==> src/rtl/nco_phase_rotator.sv <==
// NCO for the phase-corrector loop: accumulates FCW + PI correction and maps the
// phase through a quarter-wave sine ROM into a registered cos/sin pair, 3-cycle latency.
module nco_phase_rotator #(
    parameter int                  NB_DATA     = 16,
    parameter int                  NB_PHASE    = 24,
    parameter int                  NB_LUT_ADDR = 8,
    parameter int                  NB_OUT      = 16,
    parameter logic [NB_PHASE-1:0] FCW_NOMINAL = '0
) (
    input  logic                i_clk,
    input  logic                i_rst,
    input  logic                i_valid,
    input  logic                i_clear,
    input  logic [NB_DATA-1:0]  i_data,
    output logic [NB_PHASE-1:0] o_phase,
    output logic [NB_OUT-1:0]   o_cos,
    output logic [NB_OUT-1:0]   o_sin,
    output logic                o_valid
);

    localparam int    DEPTH       = 2 ** NB_LUT_ADDR;
    localparam int    NB_MAG      = NB_OUT - 1;
    localparam longint HALF_PI_Q30 = 64'sd1686629713;

    typedef logic [DEPTH-1:0][NB_MAG-1:0] lut_t;

    // Integer Taylor series in Q30 so the ROM is rebuilt from the parameters alone.
    function automatic lut_t gen_lut();
        lut_t   t;
        longint x;
        longint term;
        longint sum;
        longint amp;
        longint v;
        t   = '0;
        amp = (longint'(1) <<< NB_MAG) - 1;
        for (int j = 0; j < DEPTH; j++) begin
            x    = (HALF_PI_Q30 * longint'(2 * j + 1)) / longint'(2 * DEPTH);
            term = x;
            sum  = x;
            for (int n = 1; n < 12; n++) begin
                term = -((((term * x) >>> 30) * x) >>> 30) / longint'((2 * n) * (2 * n + 1));
                sum  = sum + term;
            end
            v    = ((sum * amp) + (longint'(1) <<< 29)) >>> 30;
            t[j] = v[NB_MAG-1:0];
        end
        return t;
    endfunction

    localparam lut_t LUT = gen_lut();

    logic [NB_PHASE-1:0]    acc_q, acc_d;
    logic                   s0_valid_q;

    logic [NB_LUT_ADDR-1:0] sin_addr_q, cos_addr_q;
    logic                   sin_neg1_q, cos_neg1_q;
    logic [NB_PHASE-1:0]    phase1_q;
    logic                   s1_valid_q;

    logic [NB_MAG-1:0]      sin_mag_q, cos_mag_q;
    logic                   sin_neg2_q, cos_neg2_q;
    logic [NB_PHASE-1:0]    phase2_q;
    logic                   s2_valid_q;

    logic [NB_PHASE-1:0]    phase_q;
    logic [NB_OUT-1:0]      sin_q, cos_q;
    logic                   valid_q;

    logic [NB_PHASE-1:0]    inc;
    logic [1:0]             quad_sin, quad_cos;
    logic [NB_LUT_ADDR-1:0] lut_addr;
    logic [NB_LUT_ADDR-1:0] sin_addr_d, cos_addr_d;
    logic [NB_OUT-1:0]      sin_mag_ext, cos_mag_ext;
    logic [NB_OUT-1:0]      sin_val, cos_val;

    assign inc = FCW_NOMINAL + {{(NB_PHASE - NB_DATA){i_data[NB_DATA-1]}}, i_data};

    always_comb begin
        acc_d = acc_q;
        if (i_clear) begin
            acc_d = '0;
        end else if (i_valid) begin
            acc_d = acc_q + inc;
        end
    end

    // cos(x) = sin(x + quarter turn): the cos path just uses the next quadrant.
    assign quad_sin   = acc_q[NB_PHASE-1 -: 2];
    assign quad_cos   = quad_sin + 2'd1;
    assign lut_addr   = acc_q[NB_PHASE-3 -: NB_LUT_ADDR];
    assign sin_addr_d = quad_sin[0] ? ~lut_addr : lut_addr;
    assign cos_addr_d = quad_cos[0] ? ~lut_addr : lut_addr;

    assign sin_mag_ext = {1'b0, sin_mag_q};
    assign cos_mag_ext = {1'b0, cos_mag_q};
    assign sin_val     = sin_neg2_q ? (~sin_mag_ext + 1'b1) : sin_mag_ext;
    assign cos_val     = cos_neg2_q ? (~cos_mag_ext + 1'b1) : cos_mag_ext;

    always_ff @(posedge i_clk or posedge i_rst) begin
        if (i_rst) begin
            acc_q      <= '0;
            s0_valid_q <= 1'b0;
            sin_addr_q <= '0;
            cos_addr_q <= '0;
            sin_neg1_q <= 1'b0;
            cos_neg1_q <= 1'b0;
            phase1_q   <= '0;
            s1_valid_q <= 1'b0;
            sin_mag_q  <= '0;
            cos_mag_q  <= '0;
            sin_neg2_q <= 1'b0;
            cos_neg2_q <= 1'b0;
            phase2_q   <= '0;
            s2_valid_q <= 1'b0;
            phase_q    <= '0;
            sin_q      <= '0;
            cos_q      <= '0;
            valid_q    <= 1'b0;
        end else begin
            acc_q      <= acc_d;
            s0_valid_q <= i_valid;

            sin_addr_q <= sin_addr_d;
            cos_addr_q <= cos_addr_d;
            sin_neg1_q <= quad_sin[1];
            cos_neg1_q <= quad_cos[1];
            phase1_q   <= acc_q;
            s1_valid_q <= s0_valid_q;

            sin_mag_q  <= LUT[sin_addr_q];
            cos_mag_q  <= LUT[cos_addr_q];
            sin_neg2_q <= sin_neg1_q;
            cos_neg2_q <= cos_neg1_q;
            phase2_q   <= phase1_q;
            s2_valid_q <= s1_valid_q;

            // Outputs only move on valid samples so bubbles leave the last value visible.
            valid_q <= s2_valid_q;
            if (s2_valid_q) begin
                phase_q <= phase2_q;
                sin_q   <= sin_val;
                cos_q   <= cos_val;
            end
        end
    end

    assign o_phase = phase_q;
    assign o_sin   = sin_q;
    assign o_cos   = cos_q;
    assign o_valid = valid_q;

endmodule

==> config.mk <==
export PLATFORM = sky130hd
export DESIGN_NAME = nco_phase_rotator
export DESIGN_NICKNAME = d
export VERILOG_FILES = /design/src/rtl/nco_phase_rotator.sv
export SDC_FILE = /design/constraint.sdc
export NUM_CORES = 1
export LEC_CHECK = 0
export CAP_MARGIN = 20
export CORE_ASPECT_RATIO = 0.5
export CORE_UTILIZATION = 30
export DETAILED_ROUTE_END_ITERATION = 10
export PLACE_DENSITY = 0.48
export SYNTH_ARGS = -nofsm -noshare
export SYNTH_HDL_FRONTEND = slang
export SYNTH_SLANG_ARGS = --single-unit
export TNS_END_PERCENT = 5
==> constraint.sdc <==
create_clock -name i_clk -period 5.6 [get_ports i_clk]
set_input_delay 1.12 -clock i_clk [delete_from_list [all_inputs] [get_ports i_clk]]
set_output_delay 1.12 -clock i_clk [all_outputs]
set_load 0.1 [all_outputs]
==> summary.md <==
| Metric | Value |
|---|---|
| Final Power | ~11 mW |
| Total CTS buffers | 17 |
| Gate count of the mapped netlist | around 2000 |
| Height of the die | around 160 um |
| Setup slack, reg-to-reg | approximately 2 ns |
| Final hold viol count | 0 |
| DRT Wirelength | ~60000 um |
| Number of buffers inserted for hold repair after clock tree synthesis | 0 |
| Top layer reached by signal wires | met4 |
| Number of nets produced by synthesis | ~2100 |
| Die Footprint | between 0.05 and 0.06 mm^2 |
| Fraction of registers with async set or reset after synthesis | 100% |
| Share of the yosys chip area belonging to registers | 28.9% |
| I/O Pins | a little under 80 |
| CTS root buf | sky130_fd_sc_hd__clkbuf_16 |
| Post-DR vias/cell | about 6 |
| Pre-CTS setup slack | 1.63 ns |
| Critical path capture point type | register |
| Crit start category | register |
| Clock tree from TritonCTS | done |
| Cell count of the worst hold path | 0 |
| CTS max path bufs | 2 |
| Layout cells sized above 1 | 8.27% |
| Cell row count | 58 |
| Number of max-cap violations | 0 |
| Result of the run | finished, final reports clean |
| Cells traversed along the worst timing path | buf_4 > inv_1 > ha_1 > nor2b_1 > o21ai_0 > a32oi_1 > o221ai_1 > o21ai_0 > o221a_2 |
| Final core area utilization | about a third |
| Worst slew slack as a fraction of its limit | about 30% |
| RSZ-0062 raised after global routing | false |
| Count of H-tree levels built during CTS | 4 |
| Vias in the first global route | roughly 15000 |
| Post-CTS Setup Repair Bufs | 0 |
| Initial antenna violation count | 0 |
| Final TNS setup | 0 ns |
| Hold slack | approximately 0.34 ns |
| Final critical delay including setup and external delays | around 3.6 ns |
| Largest fanout of any net on the critical path | 26 |
| Nets | about 2000 |
| Average instance area after synthesis | ~7.8 um^2 |
| Logic depth of the worst register-to-register path | 9 |
| Number of vias in the routed layout | between 15000 and 20000 |
| Cell repeated most along the worst path | sky130_fd_sc_hd__o21ai_0 |
| Wire length of the first global-routing pass | 92700 um |
| Distinct cell type count after synthesis | 73 |
| Slew @ Worst Pin | ~1.0 ns |
| Wire length on met1 | approximately 26000 um |
| Remaining Overflow, GRT | 0 |
| Met2 wire len | around 27000 um |
| DP HPWL | roughly 42000 um |
| CP required | slightly below 6 ns |
| Core Footprint | between 0.05 and 0.06 mm^2 |
| Number of cells upsized or downsized after cts | 0 |
| Aggregate global-route resource usage | 22.7% |
| Number of warnings printed during yosys synthesis | 0 |
| Endpoints failing setup | 0 |
| Most frequently used flop master after synthesis | sky130_fd_sc_hd__dfrtp_1 |
| # DRC | 0 |
| CTS sink cnt | 180 |
| Die Width | around 320 um |
| Post-synthesis instance area | about 0.016 mm^2 |
| Critical path class | reg2reg |
| DR iter-0 viols | between 2000 and 2500 |
| Power density cells | around 620 mW/mm^2 |
| Final worst slack | between 2 and 2.5 ns |
| Max frequency | around 280 MHz |
| Pin count of the biggest net entering global routing | approximately 140 |
| Arrival @ worst endpoint | approximately 3.9 ns |
| Iteration count of the initial detailed-routing pass | 6 |
| Max VDD drop | between 0.3 and 0.4 mV |
| Cell with the largest stage delay on the worst path | sky130_fd_sc_hd__o21ai_0 |
| Max-slew violation count | 0 |
| Leakage | about 6.9 nW |
| Routed len/inst | between 20 and 25 um |
| Path type of the worst min-delay path | reg2reg |
| Effective utilization at floorplan | just over 30% |
| # diodes | 0 |
| Clock slew at the register clock pins of the worst setup and hold paths | 0.07 ns |
| Clock skew | 0.0170 ns |
| Routability cong. | ~1 |
| Worst-Skew Late Latency | roughly 0.44 ns |
| Crit-path max cell delay | 0.78 ns |
| Layout area overhead | 11.4% |
| Routed met3 length | roughly 5900 um |
| Final worst path period share | between 60% and 70% |
| Number of routed nets with antenna violations | 0 |
| I/O Buffers | 76 |
| Count of flip-flops with a built-in enable after synthesis | 0 |
| Post-synthesis register bit count | 180 |
==> cells by family (layout without fill, tap and decap cells) <==
kind of cell	count (synthesis)	count (layout)	share of synthesized area, %
compound gates	740	740	30.4
fa+ha+maj	58	58	4.71
flops	180	180	28.9
xor+xnor	57	57	3.21
simple gates	638	638	19.4
mux	75	75	7.16
buf+inv	240	186	6.17
==> layout make-up <==
class | count | area (um^2)
clock buffer | 18 | 429
fill | 5375 | 33400
tap | 690 | 863
sequential | 180 | 4530
clock inverter | 14 | 213
timing repair buffer | 110 | 1040
inverter | 44 | 169
multi-input combinational | 1568 | 10100
==> layout by cell type (no fill, tap or decap), types with 14 or more instances in the layout <==
cell | synthesis | final
sky130_fd_sc_hd__xor2_1 | 40 | 40
sky130_fd_sc_hd__nand2_1 | 167 | 167
sky130_fd_sc_hd__mux2_2 | 31 | 31
sky130_fd_sc_hd__a221oi_1 | 14 | 14
sky130_fd_sc_hd__clkbuf_16 | 0 | 17
sky130_fd_sc_hd__a21o_1 | 22 | 22
sky130_fd_sc_hd__nand2b_1 | 50 | 50
sky130_fd_sc_hd__nor2b_1 | 37 | 37
sky130_fd_sc_hd__nor2_1 | 180 | 180
sky130_fd_sc_hd__nor3_1 | 60 | 60
sky130_fd_sc_hd__o211ai_1 | 36 | 36
sky130_fd_sc_hd__a211oi_1 | 58 | 58
sky130_fd_sc_hd__xnor2_1 | 17 | 17
sky130_fd_sc_hd__dfrtp_1 | 180 | 172
sky130_fd_sc_hd__or2_2 | 15 | 15
sky130_fd_sc_hd__o21ai_0 | 180 | 180
sky130_fd_sc_hd__clkdlybuf4s50_1 | 0 | 76
sky130_fd_sc_hd__ha_1 | 57 | 57
sky130_fd_sc_hd__mux2i_1 | 18 | 18
sky130_fd_sc_hd__nand3_1 | 53 | 53
sky130_fd_sc_hd__mux4_2 | 26 | 26
sky130_fd_sc_hd__inv_1 | 42 | 41
sky130_fd_sc_hd__a311oi_1 | 20 | 20
sky130_fd_sc_hd__buf_4 | 0 | 32
sky130_fd_sc_hd__o311ai_0 | 18 | 18
sky130_fd_sc_hd__o31ai_1 | 26 | 26
sky130_fd_sc_hd__a31oi_1 | 51 | 51
sky130_fd_sc_hd__and2_1 | 14 | 14
sky130_fd_sc_hd__a21oi_1 | 197 | 197
==> power breakdown <==
part           internal (mW)  switching (mW)  total [mW]
Clock                  0.764           0.566        1.33
Sequential              1.67           0.553        2.22
Combinational           2.32            4.91        7.23
==> final timing paths <==
| path | from | endpoint |
|---|---|---|
| min | phase1_q[12] | phase2_q[12] |
| min reg2reg | phase1_q[12] | phase2_q[12] |
| max | cos_addr_q[0] | cos_mag_q[8] |
| max reg2reg | cos_addr_q[0] | cos_mag_q[8] |
| min in group asynchronous | i_rst | o_phase[12] |
| max in group asynchronous | i_rst | s2_valid_q |
==> synth_stat cells, types with 6 or more instances <==
master / count / area (um^2)
sky130_fd_sc_hd__a211oi_1: 58 / 435
sky130_fd_sc_hd__a221oi_1: 14 / 123
sky130_fd_sc_hd__xnor2_1: 17 / 149
sky130_fd_sc_hd__a311o_1: 7 / 70.1
sky130_fd_sc_hd__o31ai_1: 26 / 195
sky130_fd_sc_hd__nor2_1: 180 / 676
sky130_fd_sc_hd__nor3b_1: 6 / 45.0
sky130_fd_sc_hd__nand3_1: 53 / 265
sky130_fd_sc_hd__and2_1: 14 / 87.6
sky130_fd_sc_hd__nand2_1: 167 / 627
sky130_fd_sc_hd__mux2_2: 31 / 349
sky130_fd_sc_hd__a31oi_1: 51 / 319
sky130_fd_sc_hd__and3_1: 13 / 81.3
sky130_fd_sc_hd__dfrtp_1: 180 / 4500
sky130_fd_sc_hd__clkbuf_1: 120 / 450
sky130_fd_sc_hd__buf_1: 29 / 109
sky130_fd_sc_hd__a21oi_1: 197 / 986
sky130_fd_sc_hd__o22ai_1: 12 / 75.1
sky130_fd_sc_hd__a211o_1: 13 / 114
sky130_fd_sc_hd__nor3_1: 60 / 300
sky130_fd_sc_hd__or3_1: 10 / 62.6
sky130_fd_sc_hd__nand2b_1: 50 / 313
sky130_fd_sc_hd__o21ai_0: 180 / 901
sky130_fd_sc_hd__nand4_1: 7 / 43.8
sky130_fd_sc_hd__buf_2: 47 / 235
sky130_fd_sc_hd__nor4_1: 6 / 37.5
sky130_fd_sc_hd__o221ai_1: 6 / 52.6
sky130_fd_sc_hd__or2_2: 15 / 93.8
sky130_fd_sc_hd__o21a_1: 9 / 67.6
sky130_fd_sc_hd__xor2_1: 40 / 350
sky130_fd_sc_hd__mux2i_1: 18 / 180
sky130_fd_sc_hd__inv_1: 42 / 158
sky130_fd_sc_hd__mux4_2: 26 / 586
sky130_fd_sc_hd__nor2b_1: 37 / 231
sky130_fd_sc_hd__a311oi_1: 20 / 175
sky130_fd_sc_hd__o211ai_1: 36 / 270
sky130_fd_sc_hd__a21o_1: 22 / 165
sky130_fd_sc_hd__nand3b_1: 9 / 67.6
sky130_fd_sc_hd__ha_1: 57 / 713
sky130_fd_sc_hd__a31o_2: 8 / 70.1
sky130_fd_sc_hd__o311ai_0: 18 / 158
==> state kept, by name, indices dropped and copies added (netlist names) <==
| name | count |
|---|---|
| acc_q | 24 |
| o_phase | 24 |
| phase1_q | 24 |
| phase2_q | 24 |
| o_cos | 16 |
| o_sin | 16 |
| cos_mag_q | 15 |
| sin_mag_q | 15 |
| cos_addr_q | 8 |
| sin_addr_q | 8 |
| cos_neg1_q | 1 |
| cos_neg2_q | 1 |
| o_valid | 1 |
| s0_valid_q | 1 |
| s1_valid_q | 1 |
| s2_valid_q | 1 |
==> metal layers <==
metal / global-route usage, % / vias up
met1: 32.0 / 7635
met3: 4.71 / 164
met2: 33.8 / 904
met5: 0 / -
li1: - / 7215
met4: 9.16 / 0
==> worst max-delay path: cells and delay by family, from the launching register on <==
kind            cells  cell delay (ns)
compound gates      5             1.71
fa+ha+maj           1             0.64
buf+inv             2             0.59
flops               1             0.33
simple gates        1             0.19
==> metrics by stage <==
stage	std cells	area (um^2)
after floorplan	1988	15600
after global placement	2592	16700
after detailed placement	2592	16700
after CTS	2624	17300
after global routing	2624	17300
final	2624	17300
Note: power is estimated with default switching activity, not from simulation.
